$ cat src/rtl/pico_puf_pkg.sv
`default_nettype none
// ============================================================================
// Module : pico_puf_pkg
// Brief  : Shared types and elaboration helpers for the PUF array controller.
//          - state_t         : sequencer states IDLE/ARM/EVAL/VOTE/DONE
//          - ones_width()    : width of the per-bit ones counter
//          - eval_count_ok() : NUM_EVAL must be odd and >= 1
//          - settle_ok()     : SETTLE_CYC must be >= 1
// Rev    : 1.0  initial release
// ============================================================================
package pico_puf_pkg;

    typedef enum logic [2:0] {
        IDLE = 3'd0,
        ARM  = 3'd1,
        EVAL = 3'd2,
        VOTE = 3'd3,
        DONE = 3'd4
    } state_t;

    // Counter must hold the value NUM_EVAL itself (all samples were 1).
    function automatic int ones_width(input int num_eval);
        return (num_eval < 1) ? 1 : $clog2(num_eval + 1);
    endfunction

    // An even evaluation count could tie, which the majority rule cannot break.
    function automatic bit eval_count_ok(input int num_eval);
        return (num_eval >= 1) && ((num_eval % 2) == 1);
    endfunction

    function automatic bit settle_ok(input int settle_cyc);
        return settle_cyc >= 1;
    endfunction

endpackage : pico_puf_pkg
`default_nettype wire

$ cat src/rtl/pico_puf_vote.sv
`default_nettype none
// ============================================================================
// Module : pico_puf_vote
// Brief  : Majority voter for one response bit. Accumulates the sampled cell
//          outputs over NUM_EVAL evaluations and presents the decision.
//          Optional macro: PICO_PUF_UNSTABLE_FLAG_EN adds the unanimity flag.
// Ports  : clk           system clock
//          clear         asynchronous active-low reset
//          start         synchronous clear of both counters (new request)
//          sample_en     one cell sample is presented on sample_bit
//          sample_bit    sampled cell output
//          vote_en       decision consumed; counters return to zero
//          last_eval     the pending sample is the final one for this bit
//          vote_bit      majority decision (ones > NUM_EVAL/2)
//          vote_unstable samples disagreed (only with the macro defined)
// Rev    : 1.0  initial release
// ============================================================================
module pico_puf_vote
    import pico_puf_pkg::*;
#(
    parameter int NUM_EVAL = 7,
    parameter int CNT_W    = ones_width(NUM_EVAL)
) (
    input  logic clk,
    input  logic clear,
    input  logic start,
    input  logic sample_en,
    input  logic sample_bit,
    input  logic vote_en,
    output logic last_eval,
`ifdef PICO_PUF_UNSTABLE_FLAG_EN
    output logic vote_unstable,
`endif
    output logic vote_bit
);

    localparam logic [CNT_W-1:0] c_one   = CNT_W'(1);
    localparam logic [CNT_W-1:0] c_last  = CNT_W'(NUM_EVAL - 1);
    localparam logic [CNT_W-1:0] c_half  = CNT_W'(NUM_EVAL / 2);

    logic [CNT_W-1:0] r_ones;
    logic [CNT_W-1:0] r_eval_cnt;

    always_ff @(posedge clk or negedge clear) begin
        if (!clear) begin
            r_ones     <= '0;
            r_eval_cnt <= '0;
        end else if (start || vote_en) begin
            r_ones     <= '0;
            r_eval_cnt <= '0;
        end else if (sample_en) begin
            r_ones     <= r_ones + (sample_bit ? c_one : '0);
            r_eval_cnt <= r_eval_cnt + c_one;
        end
    end

    assign last_eval = (r_eval_cnt == c_last);
    assign vote_bit  = (r_ones > c_half);

`ifdef PICO_PUF_UNSTABLE_FLAG_EN
    localparam logic [CNT_W-1:0] c_all = CNT_W'(NUM_EVAL);
    assign vote_unstable = (r_ones != '0) && (r_ones != c_all);
`endif

endmodule : pico_puf_vote
`default_nettype wire

$ cat src/rtl/pico_puf_array_ctrl.sv
`default_nettype none
// ============================================================================
// Module : pico_puf_array_ctrl
// Brief  : Sequences an external array of NUM_CELLS PUF cells. Each response
//          bit is evaluated NUM_EVAL times (ARM: all cells held in clear,
//          EVAL: selected cell released for SETTLE_CYC cycles and sampled on
//          the last one), majority-voted, and packed into resp_data.
//          Optional macro: PICO_PUF_UNSTABLE_FLAG_EN adds resp_unstable.
// Ports  : clk            system clock, rising edge
//          clear          asynchronous active-low reset
//          req_valid/req_ready/req_chal   challenge request (start cell)
//          cell_clear     active-low clear to each cell, one bit high in EVAL
//          cell_resp      raw cell outputs; only the selected bit is used
//          resp_valid/resp_ready/resp_data  voted response, bit 0 first
//          resp_unstable  per-bit non-unanimous flag (macro only)
// Rev    : 1.0  initial release
// ============================================================================
module pico_puf_array_ctrl
    import pico_puf_pkg::*;
#(
    parameter int NUM_CELLS  = 16,
    parameter int RESP_W     = 8,
    parameter int NUM_EVAL   = 7,
    parameter int SETTLE_CYC = 4,
    parameter int CHAL_W     = $clog2(NUM_CELLS)
) (
    input  logic                 clk,
    input  logic                 clear,
    input  logic                 req_valid,
    output logic                 req_ready,
    input  logic [CHAL_W-1:0]    req_chal,
    output logic [NUM_CELLS-1:0] cell_clear,
    input  logic [NUM_CELLS-1:0] cell_resp,
    output logic                 resp_valid,
    input  logic                 resp_ready,
`ifdef PICO_PUF_UNSTABLE_FLAG_EN
    output logic [RESP_W-1:0]    resp_unstable,
`endif
    output logic [RESP_W-1:0]    resp_data
);

    // ------------------------------------------------------------------------
    // Elaboration checks
    // ------------------------------------------------------------------------
    if (!eval_count_ok(NUM_EVAL)) begin : g_chk_eval
        $fatal(1, "pico_puf_array_ctrl: NUM_EVAL must be odd and >= 1");
    end
    if (!settle_ok(SETTLE_CYC)) begin : g_chk_settle
        $fatal(1, "pico_puf_array_ctrl: SETTLE_CYC must be >= 1");
    end

    localparam int c_set_w = (SETTLE_CYC > 1) ? $clog2(SETTLE_CYC) : 1;
    localparam int c_bit_w = $clog2(RESP_W + 1);

    localparam logic [c_set_w-1:0]   c_set_one  = c_set_w'(1);
    localparam logic [c_set_w-1:0]   c_set_last = c_set_w'(SETTLE_CYC - 1);
    localparam logic [c_bit_w-1:0]   c_bit_one  = c_bit_w'(1);
    localparam logic [c_bit_w-1:0]   c_bit_last = c_bit_w'(RESP_W - 1);
    localparam logic [CHAL_W-1:0]    c_idx_one  = CHAL_W'(1);
    localparam logic [NUM_CELLS-1:0] c_cell_one = NUM_CELLS'(1);
    localparam logic [RESP_W-1:0]    c_resp_one = RESP_W'(1);

    state_t                 r_state;
    state_t                 w_state_nxt;
    logic [CHAL_W-1:0]      r_idx;
    logic [c_set_w-1:0]     r_settle_cnt;
    logic [c_bit_w-1:0]     r_bit_cnt;
    logic [NUM_CELLS-1:0]   r_cell_clear;
    logic [NUM_CELLS-1:0]   w_cell_clear_nxt;
    logic                   r_req_ready;
    logic                   r_resp_valid;
    logic [RESP_W-1:0]      r_resp_data;
    logic [RESP_W-1:0]      w_bit_mask;

    logic w_accept;
    logic w_sample;
    logic w_vote;
    logic w_settle_last;
    logic w_bit_last;
    logic w_last_eval;
    logic w_vote_bit;

    // r_req_ready gates acceptance so nothing is taken in the first cycle
    // after reset release, before req_ready has been presented.
    assign w_accept      = (r_state == IDLE) && r_req_ready && req_valid;
    assign w_settle_last = (r_settle_cnt == c_set_last);
    assign w_sample      = (r_state == EVAL) && w_settle_last;
    assign w_vote        = (r_state == VOTE);
    assign w_bit_last    = (r_bit_cnt == c_bit_last);
    assign w_bit_mask    = c_resp_one << r_bit_cnt;

    // ------------------------------------------------------------------------
    // Vote accumulator
    // ------------------------------------------------------------------------
`ifdef PICO_PUF_UNSTABLE_FLAG_EN
    logic                   w_vote_unstable;
    logic [RESP_W-1:0]      r_resp_unstable;
`endif

    pico_puf_vote #(
        .NUM_EVAL      (NUM_EVAL)
    ) u_vote (
        .clk           (clk),
        .clear         (clear),
        .start         (w_accept),
        .sample_en     (w_sample),
        .sample_bit    (cell_resp[r_idx]),
        .vote_en       (w_vote),
        .last_eval     (w_last_eval),
`ifdef PICO_PUF_UNSTABLE_FLAG_EN
        .vote_unstable (w_vote_unstable),
`endif
        .vote_bit      (w_vote_bit)
    );

    // ------------------------------------------------------------------------
    // Next-state and next-output decode
    // ------------------------------------------------------------------------
    always_comb begin
        w_state_nxt      = r_state;
        w_cell_clear_nxt = '0;
        case (r_state)
            IDLE: if (w_accept) w_state_nxt = ARM;
            ARM:  w_state_nxt = EVAL;
            EVAL: begin
                if (w_settle_last) begin
                    w_state_nxt = w_last_eval ? VOTE : ARM;
                end
            end
            VOTE: w_state_nxt = w_bit_last ? DONE : ARM;
            DONE: if (resp_ready) w_state_nxt = IDLE;
            default: w_state_nxt = IDLE;
        endcase
        // Outputs are registered, so the release pattern is decoded from
        // the state being entered. r_idx only moves in VOTE, never while
        // heading into EVAL.
        if (w_state_nxt == EVAL) begin
            w_cell_clear_nxt = c_cell_one << r_idx;
        end
    end

    // ------------------------------------------------------------------------
    // Registers
    // ------------------------------------------------------------------------
    always_ff @(posedge clk or negedge clear) begin
        if (!clear) begin
            r_state      <= IDLE;
            r_idx        <= '0;
            r_settle_cnt <= '0;
            r_bit_cnt    <= '0;
            r_cell_clear <= '0;
            r_req_ready  <= 1'b0;
            r_resp_valid <= 1'b0;
            r_resp_data  <= '0;
        end else begin
            r_state      <= w_state_nxt;
            r_cell_clear <= w_cell_clear_nxt;
            r_req_ready  <= (w_state_nxt == IDLE);
            r_resp_valid <= (w_state_nxt == DONE);

            if ((r_state == EVAL) && !w_settle_last) begin
                r_settle_cnt <= r_settle_cnt + c_set_one;
            end else begin
                r_settle_cnt <= '0;
            end

            if (w_accept) begin
                r_idx     <= req_chal;
                r_bit_cnt <= '0;
            end else if (w_vote) begin
                // Power-of-two array: natural overflow is the modulo wrap.
                r_idx       <= r_idx + c_idx_one;
                r_bit_cnt   <= r_bit_cnt + c_bit_one;
                r_resp_data <= (r_resp_data & ~w_bit_mask) |
                               (w_vote_bit ? w_bit_mask : '0);
            end
        end
    end

`ifdef PICO_PUF_UNSTABLE_FLAG_EN
    always_ff @(posedge clk or negedge clear) begin
        if (!clear) begin
            r_resp_unstable <= '0;
        end else if (w_vote) begin
            r_resp_unstable <= (r_resp_unstable & ~w_bit_mask) |
                               (w_vote_unstable ? w_bit_mask : '0);
        end
    end
    assign resp_unstable = r_resp_unstable;
`endif

    assign req_ready  = r_req_ready;
    assign cell_clear = r_cell_clear;
    assign resp_valid = r_resp_valid;
    assign resp_data  = r_resp_data;

endmodule : pico_puf_array_ctrl
`default_nettype wire

$ cat config.mk
export PLATFORM = sky130hd
export DESIGN_NAME = pico_puf_array_ctrl
export DESIGN_NICKNAME = d
export VERILOG_FILES = /design/src/rtl/pico_puf_pkg.sv /design/src/rtl/pico_puf_vote.sv /design/src/rtl/pico_puf_array_ctrl.sv
export SDC_FILE = /design/constraint.sdc
export NUM_CORES = 1
export LEC_CHECK = 0
export CORE_ASPECT_RATIO = 1.5
export CORE_MARGIN = 2
export CORE_UTILIZATION = 40
export CTS_CLUSTER_SIZE = 12
export DETAILED_ROUTE_END_ITERATION = 10
export DONT_BUFFER_PORTS = 1
export MAX_ROUTING_LAYER = met4
export RECOVER_POWER = 50
export SYNTH_ARGS = -nofsm -noshare
export SYNTH_HDL_FRONTEND = slang
export SYNTH_SLANG_ARGS = --single-unit
$ cat constraint.sdc
create_clock -name clk -period 2.75 [get_ports clk]
set_input_delay 0.55 -clock clk [delete_from_list [all_inputs] [get_ports clk]]
set_output_delay 0.55 -clock clk [all_outputs]
set_load 0.005 [all_outputs]
* Yosys cells after proc, flatten, opt, wreduce, memory -nomap -nowiden *
Cells that the tools add are included.

storage, ports and cells
  output and inout port bits = 26
  bits in registers = 45
  memories kept = 0
  input bits = 24
  bits in read-only memories = 0
  memory bits (writable) = 0
  latch bits = 0

operators by class
  order comparisons = 2
  add/subtract/negate cells = 5
  shift operators = 2
  bitwise gates (word level) = 4
  multiply operators = 0
  eq/ne operators = 9
  divide/modulo/power cells = 0
  mux-type cells = 20
  reduce and logical (&&, ||, !) cells = 11

operators with widths
  kind                    count
  $mux W3                 8
  $mux W16                1
  $mux W4                 4
  $shl A1 B4 Y16 const A  1
  $pmux W3 S5             1
  $eq A3 B2 Y1 const B    3
  $eq A3 B3 Y1 const B    3
  $add A4 B1 Y4 const B   2
  $and A8 B8 Y8           1
  $mux W8                 1
  $not A8 Y8              1
  $or A8 B8 Y8            1
  $shl A1 B4 Y8 const A   1
  $logic_not A3 Y1        2
  $lt A4 B5 Y1 const B    1
  $bmux W1 S4             1
  $eq A4 B3 Y1 const B    1
  $logic_and A1 B1 Y1     4
  $mux W2                 2
  $reduce_bool A2 Y1      2
  $add A3 B1 Y3 const B   1
  $add A3 B3 Y3           1
  $eq A3 B1 Y1 const B    1
  $gt A3 B2 Y1 const B    1
  7 further kinds         8

* Depth between registers and ports, before layout *
Gate-level depths: netlist of run 1.

  depth in word-level cells = 7
  gate-level depth with buffers = 10
  gate-level depth less buffers = 9

* Modules after synthesis *
Synthesis of run 1 repeated with hierarchy kept, for this count alone.

unflattened totals
  cell total of the unflattened synthesis = 189
  area, all modules = 2247.2 sq um

modules (own cells, without submodules)
  module               instances  cells each  seq. area each (sq um)  area an instance (sq um)
  pico_puf_array_ctrl  1          158         975.9                   1890.6
  pico_puf_vote        1          31          150.1                   356.6

* Worst setup path before layout of run 1 *
No wires, ideal clock.

  path kind = reg2reg
  from = reg r_idx[0]
  to = reg u_vote.r_ones[1]
  slack = 0.577 ns
  period minus slack after synthesis = 2.173 ns
  cell stages (with the launch flop) = 10
  arrival = 2.042 ns
  required time = 2.619 ns
  cell sequence = dfrtp_1 -> buf_2 -> mux4_2 -> nor2b_1 -> a211oi_1 -> a21oi_1 -> ha_1 -> ha_1 -> mux2i_1 -> nor2_1

between the ends
  cells in the longest elaborated chain, start to end = 6

ends and longest elaborated chain
  item                           RTL line                    RTL
  start, declared                pico_puf_array_ctrl.sv:65   logic [CHAL_W-1:0] r_idx;
  start signal, assigned         pico_puf_array_ctrl.sv:168  r_idx <= req_chal;
  start signal, assigned         pico_puf_array_ctrl.sv:172  r_idx <= r_idx + c_idx_one;
  $bmux W1 S4                    pico_puf_array_ctrl.sv:107  .sample_bit (cell_resp[r_idx]),
  $mux W1 (not written as such)  pico_puf_array_ctrl.sv:107
  $mux W1                        pico_puf_vote.sv:52         r_ones <= r_ones + (sample_bit ? c_one : '0);
  $add A3 B3 Y3                  pico_puf_vote.sv:52
  $mux W3                        pico_puf_vote.sv:51         end else if (sample_en) begin
  $mux W3                        pico_puf_vote.sv:48         end else if (start || vote_en) begin
  end signal, assigned           pico_puf_vote.sv:52
  end, declared                  pico_puf_vote.sv:41         logic [CNT_W-1:0] r_ones;

Every way passes these cells. The select of a mux whose other input is x is not followed.
A chain may end at the register's enable or synchronous reset.

* Worst setup path after layout of run 1 *
  from = reg r_idx[0]
  to = reg u_vote.r_ones[2]

Same word-level chain as after synthesis.

==> impl_metrics.tcl, run 1 <==
set metrics [dict create \
    htree_levels 2 \
    grt_pass1_vias 1314 \
    path_clk_slew_ns 0.08 \
    rsz0062_at_grt "false" \
    drive_gt1_share_pct 17.8 \
    wl_mm 4.16 \
    drt_pre_antenna_iters 4 \
    crit_family "flip-flops" \
    yosys_warnings 0 \
    root_buffer "clkbuf_8" \
    cap_viol_max_count 1 \
    met3_usage_pct 3.13 \
    reg2reg_setup_slack_ns 0.48 \
    grt_pass1_wl_mm 6.76 \
    core_sq_mm 0.00549 \
    slew_violations 46 \
    switchingPower_uw 239 \
    dpl.hpwl_mm 3.04 \
    hold_viol_final 0 \
    syn_inst 199 \
    numCtsBuffers 5 \
    stdcell_area_sq_mm 0.00246 \
    yosysSeqAreaShare_pct 49.3 \
    cp_cell_sequence "mux4_2 -> nor2b_1 -> a211oi_1 -> a21oi_1 -> ha_1 -> ha_1 -> nand2_1 -> xor2_1 -> nor2_1" \
    io_pins 50 \
    synthesis.nets 240 \
    use_met1_pct 18.0 \
    layout_commonest_cell "dfrtp_1" \
    via_per_inst 5.24 \
    synth.avg_cell_area_sq_um 11.5 \
    status "complete, but fails checks" \
    numPortBuffers 0 \
    grt_busiest_layer "met2" \
    routabilityCongestion 0.811 \
    vias 1398 \
    hold_class "in -> reg" \
    die-area_sq_mm 0.00634 \
    gr-usage-met2_pct 23.1 \
    cts.path.max_buffers 2 \
    finish.net_count 237 \
    die_h_um 96.6 \
    required_ns 2.92 \
    drtAntennaViolNets 0 \
    synth_top_family_by_area "simple AND/OR/NAND/NOR gates" \
    syn2layout_area_growth_pct 7.89 \
    grt-ovfl-total 0 \
    synth_top_flop_cell "dfrtp_1" \
    fmax_ghz 0.441 \
    synthXorXnorAreaFrac_pct 1.53 \
    instances_no_fill 267 \
    synth_compound_area_share_pct 5.64 \
    startpoint_type "register" \
    layout_common_cells "dfrtp_1 (45), nand2_1 (24), ha_1 (17)" \
    cts_sinks 45 \
    fin_setup_tns_ns 0 \
    slowest_stage "dfrtp_1" \
    synth-adder-area-share_pct 9.31 \
    period_share_pct 82.4 \
    routedWlPerCell_um 15.6 \
    netlist_area_sq_mm 0.00228 \
    p_clk_share_pct 45.7 \
    antenna_found_initial 0 \
    critical_path_class "reg -> reg" \
    diodes 0 \
    synth.distinct_cells 46 \
    die_w_um 65.7 \
    muxShareOfSynthArea_pct 9.64 \
    clock_latency_ns 0.29 \
    p_per_area_mw_per_mm2 516 \
    swShare_pct 18.8 \
    start_util_pct 41.6 \
    cts_tree "yes" \
    synth_edf_count 0 \
    grt_use_total_pct 14.6 \
    finalSetupViolCount 0 \
    placed_area_sq_mm 0.00232 \
    cpMostUsedCell "ha_1" \
    internal-power_uw 1030 \
    worst_pin_slew_ns 1.99 \
    yosys.area_share.simple_pct 19.9 \
    p_leak_uw 0.00116 \
    place_inst 258 \
    crit_path_max_incr_delay_ns 0.55 \
    synth-seq-cells 45 \
    drtIter0Drc 102 \
    drc_errors 0 \
    irDropWorstVdd_mv 0.250 \
    grt_max_degree 46 \
    cp_max_fo 8 \
    p_comb_share_pct 2.0 \
    crit_buf_inv 0 \
    seqPwrFrac_pct 52.3 \
    num_rows 33 \
    ys_async_sr_fraction_pct 100 \
    skew_ns 0.00311 \
    crit_path_end_kind "register" \
    violations "max-capacitance violations, max-slew violations" \
    period_needed_ns 2.27 \
    max_slew_margin_pct -32.9 \
    crit_arrival_ns 2.43 \
]
## power groups by stage
stage / combinational (uW) / clock, uW / sequential, uW
CTS: 29.9 / 605 / 665
detailed placement: 12.2 / 0 / 678
global placement: 11.6 / 0 / 678
floorplan: 10.7 / 0 / 678
global route: 30.0 / 636 / 665
finish: 25.4 / 582 / 665
## per-stage QoR
stage	power (uW)	hold slack (ns)	util (%)	setup WS (ns)
floorplan	688	0.254	-	0.577
finish	1270	0.377	44.9	0.485
CTS	1300	0.0891	45.2	0.456
global placement	690	0.256	42.2	0.499
global route	1330	0.381	44.9	0.235
detailed placement	690	0.256	42.2	0.457
## cell type report
| cell class | count | area [sq um] |
|---|---|---|
| Clock buffer | 5 | 68.8 |
| Clock inverter | 3 | 65.1 |
| Fill cell | 517 | 3030 |
| Inverter | 10 | 37.5 |
| Multi-Input combinational cell | 131 | 1050 |
| Sequential cell | 45 | 1130 |
| Tap cell | 70 | 87.6 |
| Timing Repair Buffer | 3 | 27.5 |
## cell families (layout without fill, tap and decap cells)
kind of cell,count (synthesis),in the layout
and+or+nand+nor,76,76
muxes,16,16
xor gates and xnor gates,4,4
adders and majority gates,17,17
AOI/OAI and AO/OA,18,18
buffers and inverters,23,21
DFF,45,45
## timing repair
| action | 4_1_cts | 5_1_grt |
|---|---|---|
| setup buffers | 0 | 0 |
| hold buffers | 1 | 0 |
| resized for setup | 0 | 0 |
| endpoints found under the hold margin | 45 | 0 |
## cell usage after synthesis, types with 3 or more instances
library cell  number  area [sq um]
mux2i_1            4          40.0
ha_1              17           213
nor4b_1            3          26.3
buf_2              4          20.0
mux4_2             4          90.1
o21ai_0            4          20.0
dfrtp_1           45          1130
nor2_1            15          56.3
nand3_1            4          20.0
nand2_1           24          90.1
inv_1             10          37.5
clkbuf_1           5          18.8
mux2_2             8          90.1
a21o_1             3          22.5
nor3_2             6          60.1
nor3_1             3          15.0
## final timing paths
path                                           start                      endpoint  cells after the start
max                             r_idx[0]$_DFFE_PN0N_  u_vote.r_ones[2]$_DFFE_PN0P_                      9
min                                      req_chal[3]          r_idx[3]$_DFFE_PN0N_                      2
max reg2reg                     r_idx[0]$_DFFE_PN0N_  u_vote.r_ones[2]$_DFFE_PN0P_                      9
min reg2reg                r_settle_cnt[0]$_DFF_PN0_     r_settle_cnt[0]$_DFF_PN0_                      1
max in group asynchronous                      clear                     async pin                      1
min in group asynchronous                      clear          resp_valid$_DFF_PN0_                      1
## per-layer routing
metal	vias to the layer above	share of wire, %	routed length (um)
met3	4	4.2	176
met2	31	52	2180
met1	689	42	1740
met5	-	0	0
li1	674	-	-
met4	0	1.5	62
Power figures use the tool's default switching activity.
==> run 2, diff against run 1 <==
==> constraint.sdc (replaced) <==
create_clock -name clk -period 2.3 [get_ports clk]
set_input_delay 0.46 -clock clk [delete_from_list [all_inputs] [get_ports clk]]
set_output_delay 0.46 -clock clk [all_outputs]
set_load 0.005 [all_outputs]
==> run 2 against run 1 <==
Sequential share of layout area increased by 0.35 points. Clock skew increased by 0.0087 ns. Highest routed layer unchanged. Setup slack got worse by 0.30 ns. The run now ends clean.
==> impl_metrics.tcl, run 2 (same netlist as run 1, synthesis figures left out) <==
set metrics [dict create \
    status "completed" \
    rsz0062_at_grt "false" \
    vias 1408 \
    crit_family "multiplexers" \
    routedWlPerCell_um 15.9 \
    slew_violations 0 \
    r2r_start "r_idx[0]$_DFFE_PN0N_" \
    grt_busiest_layer "met2" \
    hold_viol_final 0 \
    min_path_cells 2 \
    crit_arrival_ns 2.30 \
    crit_buf_inv 0 \
    met3_usage_pct 4.40 \
    diodes 0 \
    grt_pass1_wl_mm 7.41 \
    required_ns 2.48 \
    use_met1_pct 19.4 \
    internal-power_uw 1020 \
    numPortBuffers 0 \
    cts.path.max_buffers 2 \
    via_per_inst 5.20 \
    dpl.hpwl_mm 3.17 \
    drc_errors 0 \
    io_pins 50 \
    die_w_um 65.7 \
    p_leak_uw 0.00114 \
    layout_common_cells "dfrtp_1 (44), nand2_1 (24), ha_1 (17)" \
    reg2reg_to "u_vote.r_ones[1]$_DFFE_PN0P_" \
    p_comb_share_pct 2.3 \
    max_slew_margin_pct 26.9 \
    cp_cell_sequence "mux4_2 -> nor2b_1 -> a211oi_1 -> a21oi_1 -> ha_1 -> ha_1 -> mux2i_1 -> nor2_1" \
    skew_ns 0.0118 \
    finalSetupViolCount 0 \
    grt_use_total_pct 15.9 \
    cts_tree "yes" \
    die-area_sq_mm 0.00634 \
    htree_levels 2 \
    swShare_pct 23.0 \
    cts_sinks 45 \
    slowest_stage "mux4_2" \
    antenna_found_initial 0 \
    cap_viol_max_count 0 \
    grt-ovfl-total 0 \
    hold_end "r_idx[3]$_DFFE_PN0N_" \
    gr-usage-met2_pct 25.1 \
    die_h_um 96.6 \
    grt_max_degree 46 \
    n_fill_cell 531 \
    crit_path_end_kind "register" \
    postCtsSetupRepairBufs 0 \
    crit_path_max_incr_delay_ns 0.50 \
    r2r_cells 8 \
    grt_pass1_vias 1431 \
    p_clk_share_pct 37.6 \
    critical_path_class "reg -> reg" \
    root_buffer "clkbuf_8" \
    drive_gt1_share_pct 19.9 \
    hold_class "in -> reg" \
    placed_area_sq_mm 0.00234 \
    period_share_pct 91.8 \
    num_rows 33 \
    hp-start "req_chal[3]" \
    drtIter0Drc 127 \
    reg2reg_setup_slack_ns 0.19 \
    drt_pre_antenna_iters 4 \
    hold_ws_ns 0.287 \
    finish.utilization_pct 44.6 \
    cp_max_fo 5 \
    layout_commonest_cell "dfrtp_1" \
    irDropWorstVdd_mv 0.287 \
    worst_pin_slew_ns 1.10 \
    stdcell_area_sq_mm 0.00245 \
    start_util_pct 41.6 \
    period_needed_ns 2.11 \
    seqPwrFrac_pct 60.1 \
    core_sq_mm 0.00549 \
    finish.net_count 241 \
    routabilityCongestion 0.774 \
    startpoint_type "register" \
    numCtsBuffers 5 \
    switchingPower_uw 304 \
    wl_mm 4.30 \
    clock_latency_ns 0.30 \
    p_per_area_mw_per_mm2 540 \
    syn2layout_area_growth_pct 7.17 \
    cpMostUsedCell "ha_1" \
    fmax_ghz 0.474 \
    drtAntennaViolNets 0 \
    fin_setup_tns_ns 0 \
    path_clk_slew_ns 0.10 \
]
==> run 2: metal layers <==
| layer | up-vias | routed length (um) |
|---|---|---|
| met5 | - | 0 |
| met4 | 0 | 65 |
| met3 | 6 | 232 |
| met2 | 32 | 2270 |
| met1 | 689 | 1740 |
| li1 | 681 | - |
==> run 2: worst max-delay path by stage <==
stage | startpoint | to | cells past startpoint
floorplan | r_idx[0]$_DFFE_PN0N_ | u_vote.r_ones[1]$_DFFE_PN0P_ | 9
global placement | r_idx[0]$_DFFE_PN0N_ | u_vote.r_ones[1]$_DFFE_PN0P_ | 8
detailed placement | r_idx[0]$_DFFE_PN0N_ | u_vote.r_ones[1]$_DFFE_PN0P_ | 8
CTS | r_idx[0]$_DFFE_PN0N_ | u_vote.r_ones[1]$_DFFE_PN0P_ | 8
global route | r_idx[0]$_DFFE_PN0N_ | u_vote.r_ones[2]$_DFFE_PN0P_ | 9
finish | r_idx[0]$_DFFE_PN0N_ | u_vote.r_ones[1]$_DFFE_PN0P_ | 8
==> run 2: worst register-to-register path: cells and delay by family, from the launching register on <==
kind | cells | cell delay, ns
flip-flops | 1 | 0.45
AND/OR/NAND/NOR | 2 | 0.19
adder cells (fa/ha/maj) | 2 | 0.46
multiplexers | 2 | 0.64
AO/OA/AOI/OAI | 2 | 0.27
==> run 2: power by group through the flow <==
stage	registers [uW]	clock network (uW)	logic, uW
floorplan	810	0	12.8
global placement	811	0	13.9
detailed placement	811	0	14.6
CTS	795	514	38.2
global route	795	550	36.9
finish	795	497	30.9
==> run 2: cell type report <==
cell class | instances | area (sq um) | area share [%]
Inverter | 10 | 37.5 | 1.53
Tap cell | 70 | 87.6 | 3.58
Timing Repair Buffer | 7 | 52.6 | 2.15
Multi-Input combinational cell | 131 | 1050 | 43.0
Clock buffer | 5 | 68.8 | 2.81
Sequential cell | 45 | 1130 | 46.0
Clock inverter | 3 | 22.5 | 0.920
==> run 2: per-stage QoR <==
step	std cells	total power, uW	worst slack, ns
global route	271	1380	0.0704
detailed placement	261	825	0.0967
CTS	271	1350	0.0908
floorplan	199	823	0.127
global placement	261	824	0.149
finish	271	1320	0.189
==> run 2: repair_timing <==
item                                    CTS  global route
hold endpoints to repair                 45             0
endpoints found under the setup margin    0             2
resized for setup                         0             1
hold buffers                              2             0
==> run 3, diff against run 2 <==
--- a/config.mk
+++ b/config.mk
@@ -5,13 +5,16 @@
 export SDC_FILE = /design/constraint.sdc
 export NUM_CORES = 1
 export LEC_CHECK = 0
+export CELL_PAD_IN_SITES_DETAIL_PLACEMENT = 1
+export CELL_PAD_IN_SITES_GLOBAL_PLACEMENT = 1
 export CORE_ASPECT_RATIO = 1.5
-export CORE_MARGIN = 2
+export CORE_MARGIN = 4
 export CORE_UTILIZATION = 40
 export CTS_CLUSTER_SIZE = 12
 export DETAILED_ROUTE_END_ITERATION = 10
 export DONT_BUFFER_PORTS = 1
 export MAX_ROUTING_LAYER = met4
+export PLACE_DENSITY_LB_ADDON = 0.1
 export RECOVER_POWER = 50
 export SYNTH_ARGS = -nofsm -noshare
 export SYNTH_HDL_FRONTEND = slang
==> run 3 against run 2 <==
Final cell count fell by 0.37%. Routed wire length increased by 8.4%. Combinational power shrank 5%. First-iteration DRC count is 79% lower.
==> impl_metrics.tcl, run 3 (same netlist as run 1, synthesis figures left out) <==
set metrics [dict create \
    status "completed" \
    use_met1_pct 16.0 \
    routabilityCongestion 0.833 \
    cp_max_fo 5 \
    cts_sinks 45 \
    seqPwrFrac_pct 57.3 \
    p_comb_share_pct 2.1 \
    hold_class "in -> reg" \
    via_per_inst 5.33 \
    grt_max_degree 46 \
    io_pins 50 \
    fin_setup_tns_ns 0 \
    drive_gt1_share_pct 20.0 \
    p_clk_share_pct 40.5 \
    slew_violations 0 \
    period_needed_ns 2.14 \
    die-area_sq_mm 0.00701 \
    switchingPower_uw 267 \
    n_fill_cell 596 \
    cts_tree "yes" \
    r2r_start "r_idx[0]$_DFFE_PN0N_" \
    crit_path_max_incr_delay_ns 0.49 \
    required_ns 2.46 \
    numPortBuffers 0 \
    clock_latency_ns 0.29 \
    irDropWorstVdd_mv 0.258 \
    htree_levels 2 \
    grt_pass1_wl_mm 8.01 \
    slowest_stage "mux4_2" \
    hold_viol_final 0 \
    met3_usage_pct 3.49 \
    grt-ovfl-total 0 \
    wl_mm 4.66 \
    grt_busiest_layer "met2" \
    finish.net_count 241 \
    startpoint_type "register" \
    hold_ws_ns 0.291 \
    start_util_pct 41.6 \
    p_per_area_mw_per_mm2 564 \
    crit_path_end_kind "register" \
    internal-power_uw 1120 \
    worst_pin_slew_ns 1.10 \
    critical_path_class "reg -> reg" \
    skew_ns 0.00446 \
    period_share_pct 92.9 \
    diodes 0 \
    grt_use_total_pct 14.7 \
    antenna_found_initial 0 \
    drt_pre_antenna_iters 4 \
    p_leak_uw 0.00115 \
    routedWlPerCell_um 17.3 \
    numCtsBuffers 5 \
    crit_buf_inv 0 \
    gr-usage-met2_pct 26.5 \
    dpl.hpwl_mm 3.60 \
    max_slew_margin_pct 26.8 \
    root_buffer "clkbuf_8" \
    layout_commonest_cell "dfrtp_1" \
    crit_arrival_ns 2.30 \
    finalSetupViolCount 0 \
    drtIter0Drc 27 \
    hp-start "req_chal[3]" \
    core_sq_mm 0.00549 \
    fmax_ghz 0.468 \
    crit_family "multiplexers" \
    num_rows 33 \
    cap_viol_max_count 0 \
    die_w_um 69.7 \
    rsz0062_at_grt "false" \
    layout_common_cells "dfrtp_1 (44), nand2_1 (24), ha_1 (17)" \
    vias 1438 \
    grt_pass1_vias 1579 \
    die_h_um 101 \
    cp_cell_sequence "mux4_2 -> nor2b_1 -> a211oi_1 -> a21oi_1 -> ha_1 -> ha_1 -> nand2_1 -> xor2_1 -> nor2_1" \
    syn2layout_area_growth_pct 7.61 \
    cpMostUsedCell "ha_1" \
    drtAntennaViolNets 0 \
    cts.path.max_buffers 2 \
    crit_start "r_idx[0]$_DFFE_PN0N_" \
    path_clk_slew_ns 0.08 \
    swShare_pct 19.3 \
    drc_errors 0 \
]
## run 3: cell count changes in the layout (fill, tap and decap cells not counted)
cell / before / now
clkinvlp_4: 3 / 0
clkinv_2: 0 / 1
bufinv_16: 0 / 1
dlygate4sd3_1: 1 / 0
buf_4: 5 / 6
## run 3: worst register-to-register path, cell delays in order (launching register included)
cell	delay (ns)
dfrtp_2	0.42
mux4_2	0.49
nor2b_1	0.14
a211oi_1	0.23
a21oi_1	0.08
ha_1	0.19
ha_1	0.18
nand2_1	0.08
xor2_1	0.15
nor2_1	0.06
## run 3: area by class of cell
class / count / area [sq um] / area share (%)
clock buffer: 5 / 68.8 / 2.80
clock inverter: 2 / 35.0 / 1.42
inverter: 10 / 37.5 / 1.53
multi-input combinational: 131 / 1050 / 42.8
sequential: 45 / 1130 / 45.9
tap: 70 / 87.6 / 3.56
timing repair buffer: 7 / 50.0 / 2.04
## run 3: through the flow
stage	cells	power (uW)	util (%)	instance area, sq um	setup slack [ns]
2_1_floorplan	199	823	-	2280	0.127
3_3_place_gp	260	824	42.5	2330	0.139
3_5_place_dp	260	826	42.5	2330	0.0616
4_1_cts	268	1430	44.9	2460	0.0349
5_1_grt	270	1460	44.8	2460	0.00302
6_report	270	1390	44.8	2460	0.163
## run 3: final timing paths
path | endpoint | slack (ns) | depth (start not counted)
setup / recovery | u_vote.r_ones[2]$_DFFE_PN0P_ | 0.16 | 9
hold / removal | r_idx[3]$_DFFE_PN0N_ | 0.29 | 2
setup reg to reg | u_vote.r_ones[2]$_DFFE_PN0P_ | 0.16 | 9
hold reg to reg | r_settle_cnt[0]$_DFF_PN0_ | 0.45 | 1
max in group asynchronous | r_idx[0]$_DFFE_PN0N_ | 1.19 | 1
min in group asynchronous | async pin | 0.36 | 1
## run 3: layer usage
metal  vias up  share of wire, %
met1       723                38
met2        32                56
li1        677                 -
met4         0               1.5
met3         6               4.5
met5         -                 0
## run 3: what timing repair did
action / in CTS / in global routing
hold buffers: 1 / 0
endpoints found under the hold margin: 45 / 0
buffers inserted: 0 / 2
resized for setup: 0 / 1
endpoints found under the setup margin: 0 / 2
## run 3: power groups by stage
stage          logic, uW  clock network, uW  registers (uW)
4_1_cts             36.0                597             795
6_report            29.4                562             795
3_3_place_gp        13.8                  0             810
2_1_floorplan       12.8                  0             810
5_1_grt             35.3                628             796
3_5_place_dp        14.8                  0             811
